<file path="src/rtl/wb_load_if.sv">
// wb_load_if: MEM/WB fields and memory response into writeback, regfile write port and stall out.
interface wb_load_if;
    logic [31:0] pc_i, instruction_i, alu_data_i, rt_data_i, mem_addr_i, rdata_i;
    logic [4:0]  regfile_waddr_i, rf_waddr_o;
    logic        regfile_wen_i, mem_to_reg_i, rdata_valid_i;
    logic        data_stall_o, rf_wen_o, bus_err_o;
    logic [31:0] rf_wdata_o, wb_pc_o;
    modport slave (
        input  pc_i, instruction_i, regfile_wen_i, regfile_waddr_i, alu_data_i, rt_data_i,
               mem_to_reg_i, mem_addr_i, rdata_i, rdata_valid_i,
        output data_stall_o, rf_wen_o, rf_waddr_o, rf_wdata_o, wb_pc_o, bus_err_o
    );
    modport master (
        output pc_i, instruction_i, regfile_wen_i, regfile_waddr_i, alu_data_i, rt_data_i,
               mem_to_reg_i, mem_addr_i, rdata_i, rdata_valid_i,
        input  data_stall_o, rf_wen_o, rf_waddr_o, rf_wdata_o, wb_pc_o, bus_err_o
    );
endinterface

</file>
<file path="src/rtl/wb_load_unit.sv">
// wb_load_unit: writeback stage; aligns/extends/merges load data, waits for late data with a watchdog.
module wb_load_unit #(
    parameter int TIMEOUT = 256,
    parameter int CNT_W   = $clog2(TIMEOUT) + 1
) (
    input logic clk,
    input logic rst,
    wb_load_if.slave wb
);
    localparam logic [5:0] OP_LB = 6'b100000, OP_LBU = 6'b100100, OP_LH = 6'b100001;
    localparam logic [5:0] OP_LHU = 6'b100101, OP_LWL = 6'b100010, OP_LWR = 6'b100110;
    typedef enum logic [1:0] {S_IDLE, S_WAIT, S_DONE} state_t;
    state_t state, state_nx;
    logic [31:0] buffer, src, lwl, lwr, load_data, rt;
    logic [CNT_W-1:0] cnt;
    logic [7:0] b;
    logic [15:0] h;
    logic [1:0] a;
    logic [5:0] op;
    logic wen, stall, timeout, bus_err;
    logic unused_bits;
    assign a = wb.mem_addr_i[1:0];
    assign op = wb.instruction_i[31:26];
    assign rt = wb.rt_data_i;
    assign unused_bits = ^{wb.mem_addr_i[31:2], wb.instruction_i[25:0]};
    assign timeout = (cnt == CNT_W'(TIMEOUT));
    // DONE writes from the latched word; IDLE hits take the bus data directly
    always_comb begin
        src = (state == S_DONE) ? buffer : wb.rdata_i;
        b = src[{a, 3'b000} +: 8];
        h = a[1] ? src[31:16] : src[15:0];
        lwl = (a == 2'd0) ? {src[7:0], rt[23:0]} :
              (a == 2'd1) ? {src[15:0], rt[15:0]} :
              (a == 2'd2) ? {src[23:0], rt[7:0]} : src;
        lwr = (a == 2'd0) ? src :
              (a == 2'd1) ? {rt[31:24], src[31:8]} :
              (a == 2'd2) ? {rt[31:16], src[31:16]} : {rt[31:8], src[31:24]};
        load_data = (op == OP_LB)  ? {{24{b[7]}}, b} :
                    (op == OP_LBU) ? {24'b0, b} :
                    (op == OP_LH)  ? {{16{h[15]}}, h} :
                    (op == OP_LHU) ? {16'b0, h} :
                    (op == OP_LWL) ? lwl :
                    (op == OP_LWR) ? lwr : src;
    end
    always_comb begin
        state_nx = state;
        stall = 1'b0;
        wen = 1'b0;
        wb.rf_wdata_o = wb.alu_data_i;
        case (state)
            S_IDLE: begin
                if (!wb.mem_to_reg_i) begin
                    wen = wb.regfile_wen_i;
                end else if (wb.rdata_valid_i) begin
                    wen = wb.regfile_wen_i;
                    wb.rf_wdata_o = load_data;
                end else begin
                    stall = 1'b1;
                    state_nx = S_WAIT;
                end
            end
            S_WAIT: begin
                stall = 1'b1;
                state_nx = wb.rdata_valid_i ? S_DONE : timeout ? S_IDLE : S_WAIT;
            end
            default: begin
                wen = wb.regfile_wen_i;
                wb.rf_wdata_o = load_data;
                state_nx = S_IDLE;
            end
        endcase
    end
    assign wb.data_stall_o = stall;
    assign wb.rf_wen_o = wen && (wb.regfile_waddr_i != 5'd0);
    assign wb.rf_waddr_o = wb.regfile_waddr_i;
    assign wb.wb_pc_o = wb.pc_i;
    assign wb.bus_err_o = bus_err;
    always_ff @(posedge clk) begin
        if (rst) begin
            state <= S_IDLE;
            buffer <= '0;
            cnt <= '0;
            bus_err <= 1'b0;
        end else begin
            state <= state_nx;
            bus_err <= (state == S_WAIT) && !wb.rdata_valid_i && timeout;
            cnt <= (state == S_IDLE) ? CNT_W'(1) : cnt + 1'b1;
            if (state == S_WAIT && wb.rdata_valid_i) buffer <= wb.rdata_i;
        end
    end
endmodule
</file>
<file path="src/flat_wrapper.sv">
// flat-port wrapper written by rule: the top's interface ports become plain ports
module wb_load_unit_flat 
#(
    parameter int TIMEOUT = 256,
    parameter int CNT_W   = $clog2(TIMEOUT) + 1
)
  (clk, rst, wb_pc_i, wb_instruction_i, wb_regfile_wen_i, wb_regfile_waddr_i, wb_alu_data_i, wb_rt_data_i, wb_mem_to_reg_i, wb_mem_addr_i, wb_rdata_i, wb_rdata_valid_i, wb_data_stall_o, wb_rf_wen_o, wb_rf_waddr_o, wb_rf_wdata_o, wb_wb_pc_o, wb_bus_err_o);
  wb_load_if wb_i ();
  input logic clk;
  input logic rst;
  input wire logic [$bits(wb_i.pc_i)-1:0] wb_pc_i;
  input wire logic [$bits(wb_i.instruction_i)-1:0] wb_instruction_i;
  input wire logic [$bits(wb_i.regfile_wen_i)-1:0] wb_regfile_wen_i;
  input wire logic [$bits(wb_i.regfile_waddr_i)-1:0] wb_regfile_waddr_i;
  input wire logic [$bits(wb_i.alu_data_i)-1:0] wb_alu_data_i;
  input wire logic [$bits(wb_i.rt_data_i)-1:0] wb_rt_data_i;
  input wire logic [$bits(wb_i.mem_to_reg_i)-1:0] wb_mem_to_reg_i;
  input wire logic [$bits(wb_i.mem_addr_i)-1:0] wb_mem_addr_i;
  input wire logic [$bits(wb_i.rdata_i)-1:0] wb_rdata_i;
  input wire logic [$bits(wb_i.rdata_valid_i)-1:0] wb_rdata_valid_i;
  output wire logic [$bits(wb_i.data_stall_o)-1:0] wb_data_stall_o;
  output wire logic [$bits(wb_i.rf_wen_o)-1:0] wb_rf_wen_o;
  output wire logic [$bits(wb_i.rf_waddr_o)-1:0] wb_rf_waddr_o;
  output wire logic [$bits(wb_i.rf_wdata_o)-1:0] wb_rf_wdata_o;
  output wire logic [$bits(wb_i.wb_pc_o)-1:0] wb_wb_pc_o;
  output wire logic [$bits(wb_i.bus_err_o)-1:0] wb_bus_err_o;
  assign wb_i.pc_i = wb_pc_i;
  assign wb_i.instruction_i = wb_instruction_i;
  assign wb_i.regfile_wen_i = wb_regfile_wen_i;
  assign wb_i.regfile_waddr_i = wb_regfile_waddr_i;
  assign wb_i.alu_data_i = wb_alu_data_i;
  assign wb_i.rt_data_i = wb_rt_data_i;
  assign wb_i.mem_to_reg_i = wb_mem_to_reg_i;
  assign wb_i.mem_addr_i = wb_mem_addr_i;
  assign wb_i.rdata_i = wb_rdata_i;
  assign wb_i.rdata_valid_i = wb_rdata_valid_i;
  assign wb_data_stall_o = wb_i.data_stall_o;
  assign wb_rf_wen_o = wb_i.rf_wen_o;
  assign wb_rf_waddr_o = wb_i.rf_waddr_o;
  assign wb_rf_wdata_o = wb_i.rf_wdata_o;
  assign wb_wb_pc_o = wb_i.wb_pc_o;
  assign wb_bus_err_o = wb_i.bus_err_o;
  wb_load_unit #(.TIMEOUT(TIMEOUT), .CNT_W(CNT_W)) u_core (.clk(clk), .rst(rst), .wb(wb_i));
endmodule
</file>
<file path="config.mk">
export PLATFORM = sky130hd
export DESIGN_NAME = wb_load_unit_flat
export DESIGN_NICKNAME = d
export VERILOG_FILES = /design/src/rtl/wb_load_if.sv /design/src/rtl/wb_load_unit.sv /design/src/flat_wrapper.sv
export SDC_FILE = /design/constraint.sdc
export NUM_CORES = 1
export LEC_CHECK = 0
export CORE_MARGIN = 2
export CORE_UTILIZATION = 42
export CTS_CLUSTER_SIZE = 24
export DETAILED_ROUTE_END_ITERATION = 16
export GPL_ROUTABILITY_DRIVEN = 0
export PLACE_DENSITY = 0.95
export SYNTH_ARGS = -nofsm -noshare
export SYNTH_HDL_FRONTEND = slang
export SYNTH_SLANG_ARGS = --single-unit
</file>
<file path="constraint.sdc">
create_clock -name clk -period 7.95 [get_ports clk]
set_input_delay 2.385 -clock clk [delete_from_list [all_inputs] [get_ports clk]]
set_output_delay 2.385 -clock clk [all_outputs]
set_load 0.1 [all_outputs]
</file>
==> results of run 1 <==
[power breakdown]
group	switching [W]	internal, W
Combinational	0.000301	0.000187
Clock	0.0000862	0.000157
Sequential	0.00000434	0.000227
[layout make-up]
class,instances,share of cell area [%]
multi-input combinational,526,50.8
timing repair buffer,170,30.0
sequential,44,13.4
tap,140,2.66
clock buffer,6,2.11
clock inverter,2,0.590
inverter,9,0.514
[Yosys cell counts (5+ instances only)]
cell type  number  area (sq um)
buf_4          40           300
a211oi_1       14           105
o221a_2         8          90.1
clkbuf_1       26          97.6
o22ai_1         5          31.3
inv_1           8          30.0
nand3_1         7          35.0
nor2_1         58           218
and2_1          5          31.3
o211ai_1       17           128
nand2_1       113           424
mux2i_1        61           611
a31oi_1         5          31.3
dfxtp_1        44           881
buf_2          17          85.1
a21oi_1        75           375
a22o_1          6          52.6
o21ai_1         5          25.0
o21ai_0        44           220
nor3_1         10          50.1
[cell families (layout without fill, tap and decap cells)]
logic type	count (synthesis)	in the layout	share of synthesized area [%]
AND/OR/NAND/NOR	226	226	21.7
buffers and inverters	98	187	12.2
flip-flops	44	44	18.5
multiplexers	68	68	14.8
adder cells (fa/ha/maj)	2	2	0.525
XOR/XNOR	7	7	1.29
AO/OA/AOI/OAI	223	223	31.0
[worst max path at each step]
| stage | start | slack, ps | to | cells after the start |
|---|---|---|---|---|
| detailed placement | wb_instruction_i[29] | 540 | wb_rf_wdata_o[23] | 8 |
| floorplan | wb_mem_addr_i[1] | 310 | wb_rf_wdata_o[2] | 8 |
| CTS | wb_instruction_i[29] | 530 | wb_rf_wdata_o[23] | 8 |
| finish | wb_instruction_i[29] | 400 | wb_rf_wdata_o[23] | 8 |
| global route | wb_instruction_i[27] | 380 | wb_rf_wdata_o[10] | 9 |
| global placement | wb_instruction_i[29] | 580 | wb_rf_wdata_o[23] | 8 |
[per-stage QoR]
stage / utilization [%] / cell area [sq um] / hold WS, ps / worst slack [ps]
finish: 60.1 / 6570 / 454 / 396
global route: 60.1 / 6570 / 473 / 380
CTS: 60.1 / 6570 / 454 / 533
detailed placement: 58.5 / 6400 / 446 / 538
global placement: 58.5 / 6400 / 441 / 582
floorplan: - / 4790 / 436 / 313
[registers in the layout, summed over array words and instances, names as in the netlist]
name	flops
u_core.wb.bus_err_o	1
u_core.buffer	32
u_core.state	2
u_core.cnt	9
[layer usage]
layer	track usage, %	up-vias	share of wire, %
li1	-	2553	-
met1	34.0	2520	38
met2	43.0	466	44
met3	6.86	80	13
met4	13.3	0	5.1
met5	0	-	0
[worst reg2reg max path, stage by stage, from the launching register on]
cell and delay [ps]:
dfxtp_1 580, or3_1 920, nand2_1 200, a21oi_1 210
==> reports/metrics.cfg, run 1 <==
[setup_path]
max_stage_delay_ps = 810
crit_chain = clkdlybuf4s50_1 > or4b_1 > nor2_4 > inv_1 > o21ai_2 > nor2b_1 > a311oi_2 > buf_12
r2r_end = u_core.buffer[12]
end_kind = primary output
critPathLaunchType = primary input
regToRegStartpoint = u_core.state[1]
r2r_slack_ps = 5960
critical-path-top-delay-family = simple AND/OR/NAND/NOR gates
path_class = in -> out
critPathSlowestCell = or4b_1
required_ps = 5570
path_buf_inv = 3
path_max_fanout = 9
worstRegToRegCells = 3
crit_arrival_ps = 5170

[floorplanning]
dieArea_sq_um = 12200
ioPinCount = 274
core_area_sq_um = 10900
fp.dieW_microns = 110
num_rows = 38
initial_core_util_pct = 43.6
die_height_microns = 110

[synth]
ys.flop_type = dfxtp_1
syn_avg_cell_area_sq_um = 7.13
yosysWarnings = 0
synth_cell_types = 70
synthArstFlopShare_pct = 0
synth-seq-cells = 44
synth_nets = 872
synth_edf_count = 0
yosysSeqAreaShare_pct = 18.5
synthCells = 668
synth_area_sq_um = 4760

[drt]
drtIter0Drc = 698
postRouteAntennaNets = 0
routed_via_density = 6.26
first_pass_iters = 8
wl_per_cell_microns = 19.5
vias = 5619
wirelength_microns = 17500
post-route-drc-count = 0

[hold_path]
hold_path.class = reg -> reg
hold_depth = 2
min_from = u_core.buffer[26]
hold_end = u_core.buffer[26]

[cts]
root_buffer = clkbuf_16
clk_pin_slew_ps = 60
clock_path_buffers = 2
clk_latency_ps = 290
postCtsSetupBuffers = 0
cts_htree_levels = 2
hold_buffers = 0
cts-buffers-inserted = 5
cts_tree = built
cts.sinks = 44
post_cts_resized = 0

[global_route]
grt_pass1_vias = 5295
grt_max_degree = 42
grt.total_usage_pct = 27.1
grt_pass1_wl_microns = 27200
grt_overflow_total = 0
antenna_found_initial = 0

[timing]
period_needed_ps = 7550
clock.fmax_mhz = 132
finalHoldViolations = 0
report.final.slew_viol_count = 0
relSlewSlack_pct = 26.0
setup_violations = 0
final.setup.tns_ps = 0
tightest_slew_ps = 1110
fin_crit_sh_pct = 95.0
skew_ps = 7.43
rsz0062_at_grt = false

[final_layout]
layout_common_cells = 118 x clkdlybuf4s50_1, 113 x nand2_1, 75 x a21oi_1, 61 x mux2i_1, 58 x nor2_1
n_antenna_cell = 0
fin_nets = 960
fillers = 932
fin_cells = 897
multiInputGateArea_sq_um = 3340
final_common_cell = clkdlybuf4s50_1
synthToLayoutAreaGrowth_pct = 38.0
seqCellArea_sq_um = 881
drive_gt1_share_pct = 12.7

[power]
leakagePower_nw = 2.67
power.total_w = 0.000962
peakVddDrop_v = 0.000108
power.density_nw_per_um2 = 146

[placed_design]
port_buffers = 153
dp.cells = 889
dpl.hpwl_microns = 13300

[status]
status = finished clean

[job]
maxCapViolCount = 0

(Power assumes the default switching activity.)
==> inputs of run 2 (changes only) <==
--- a/config.mk
+++ b/config.mk
@@ -6,11 +6,11 @@
 export NUM_CORES = 1
 export LEC_CHECK = 0
 export CORE_MARGIN = 2
-export CORE_UTILIZATION = 42
+export CORE_UTILIZATION = 35
 export CTS_CLUSTER_SIZE = 24
 export DETAILED_ROUTE_END_ITERATION = 16
 export GPL_ROUTABILITY_DRIVEN = 0
-export PLACE_DENSITY = 0.95
+export PLACE_DENSITY = 0.86
 export SYNTH_ARGS = -nofsm -noshare
 export SYNTH_HDL_FRONTEND = slang
 export SYNTH_SLANG_ARGS = --single-unit
==> constraint.sdc (replaced) <==
create_clock -name clk -period 6.93 [get_ports clk]
set_input_delay 2.079 -clock clk [delete_from_list [all_inputs] [get_ports clk]]
set_output_delay 2.079 -clock clk [all_outputs]
set_load 0.1 [all_outputs]
==> reports/metrics.cfg, run 2 (synthesis gave the netlist of run 1 again) <==
[floorplanning]
core_area_sq_um = 13200  ; +21%
die_height_microns = 121  ; +9.2%
ioPinCount = 274  ; unchanged
fp.dieW_microns = 121  ; +9.2%
dieArea_sq_um = 14600  ; +19%
num_rows = 42  ; +11%
initial_core_util_pct = 36.0  ; -7.6 points

[drt]
vias = 5489  ; -2.3%
drtIter0Drc = 803  ; +15%
postRouteAntennaNets = 0  ; unchanged
wl_per_cell_microns = 18.8  ; -3.4%
post-route-drc-count = 0  ; unchanged
routed_via_density = 5.83  ; -7.0%
wirelength_microns = 17800  ; +1.4%
first_pass_iters = 6  ; -2

[cts]
cts.sinks = 44  ; unchanged
clk_latency_ps = 280  ; about the same
cts_htree_levels = 2  ; unchanged
root_buffer = clkbuf_16
cts_tree = built
clk_pin_slew_ps = 50  ; about the same
clock_path_buffers = 2  ; unchanged
hold_buffers = 0  ; unchanged
cts-buffers-inserted = 5  ; unchanged

[power]
peakVddDrop_v = 0.000110  ; +1.8%
leakagePower_nw = 2.71  ; +1.2%
power.total_w = 0.00105  ; +9.5%
power.density_nw_per_um2 = 158  ; +8.2%

[timing]
rsz0062_at_grt = false
clock.fmax_mhz = 148
final.setup.tns_ps = 0  ; unchanged
relSlewSlack_pct = 25.2  ; -0.76 points
period_needed_ps = 6750
final.setup.worst_slack_ps = 182  ; -214 ps
finalHoldViolations = 0  ; unchanged
tightest_slew_ps = 1120  ; +11.4 ps
fin_crit_sh_pct = 97.4
skew_ps = 6.72  ; -0.707 ps
setup_violations = 0  ; unchanged
report.final.slew_viol_count = 0  ; unchanged

[setup_path]
required_ps = 4850  ; -720 ps
crit_arrival_ps = 4670  ; -500 ps
r2r_slack_ps = 5040  ; -920 ps
end_kind = primary output
critPathLaunchType = primary input
path_max_fanout = 11  ; +2
path_class = in -> out

[global_route]
grt_pass1_vias = 5006  ; -5.5%
grt.total_usage_pct = 23.4  ; -3.6 points
grt_max_degree = 39  ; -7.1%
grt_overflow_total = 0  ; unchanged
grt_pass1_wl_microns = 26900  ; -1.3%
antenna_found_initial = 1  ; +1

[job]
maxCapViolCount = 0  ; unchanged

[final_layout]
drive_gt1_share_pct = 14.5  ; +1.8 points
synthToLayoutAreaGrowth_pct = 39.6
largest_register_ffs = 32  ; unchanged
fin_nets = 969  ; +0.94%
top_register = u_core.buffer
reg_top3 = u_core.buffer x32, u_core.cnt x9, u_core.state x2
layout_common_cells = 113 x nand2_1, 113 x clkdlybuf4s50_1, 75 x a21oi_1, 61 x mux2i_1, 58 x nor2_1

[placed_design]
post-place-ws_ps = 201  ; -338 ps
port_buffers = 153  ; unchanged
dpl.hpwl_microns = 14000  ; +5.1%

[status]
status = finished clean

[hold_path]
hold_path.class = reg -> reg

[run 2: cell count changes in the layout (fill, tap and decap cells not counted), sizes merged]
cell,before,now
bufinv,1,0
diode,0,1
clkbuf,6,5
buf,52,66
clkinvlp,0,1
clkdlybuf4s50,118,113
[run 2: worst max-delay path: stages]
cell             delay, ps
clkdlybuf4s50_1        560
nor4_2                 600
and2_1                 230
a21o_1                 410
nor2b_1                220
a311oi_2               350
buf_12                 220
[run 2: area by class of cell]
class | count | area, sq um
clock inverter | 2 | 12.5
clock buffer | 5 | 125
antenna | 1 | 2.50
timing repair buffer | 179 | 2020
fill | 1234 | 6600
tap | 176 | 220
sequential | 44 | 881
inverter | 9 | 33.8
multi-input combinational | 526 | 3350
[run 2: worst paths after layout]
kind | start | end | cells past startpoint
min reg2reg | u_core.buffer[5] | u_core.buffer[5] | 2
max | wb_instruction_i[29] | wb_rf_wdata_o[19] | 7
max reg2reg | u_core.state[1] | u_core.buffer[9] | 3
min | u_core.buffer[5] | u_core.buffer[5] | 2
[run 2: stage by stage]
stage	area [sq um]	hold WS, ps	utilization, %	std cells
final	6650	453	50.2	942
after global routing	6650	474	50.2	942
after CTS	6640	455	50.1	941
after detailed placement	6500	446	49.1	934
after global placement	6500	441	49.1	934
after floorplan	4800	436	-	668
[run 2: repair_timing]
item	in CTS	in global routing
setup endpoints to repair	0	1
setup buffers	0	0
resized for setup	0	1
[run 2: where the power goes]
part           internal [W]  switching, W
Clock              0.000131     0.0000957
Combinational      0.000216      0.000346
Sequential         0.000260    0.00000461
[run 2: layer usage]
layer	routed length (microns)	up-vias	track usage, %
met5	0	-	0
met4	490	0	7.78
met3	2370	50	6.18
met2	7930	406	37.0
met1	6970	2455	30.9
li1	-	2578	-
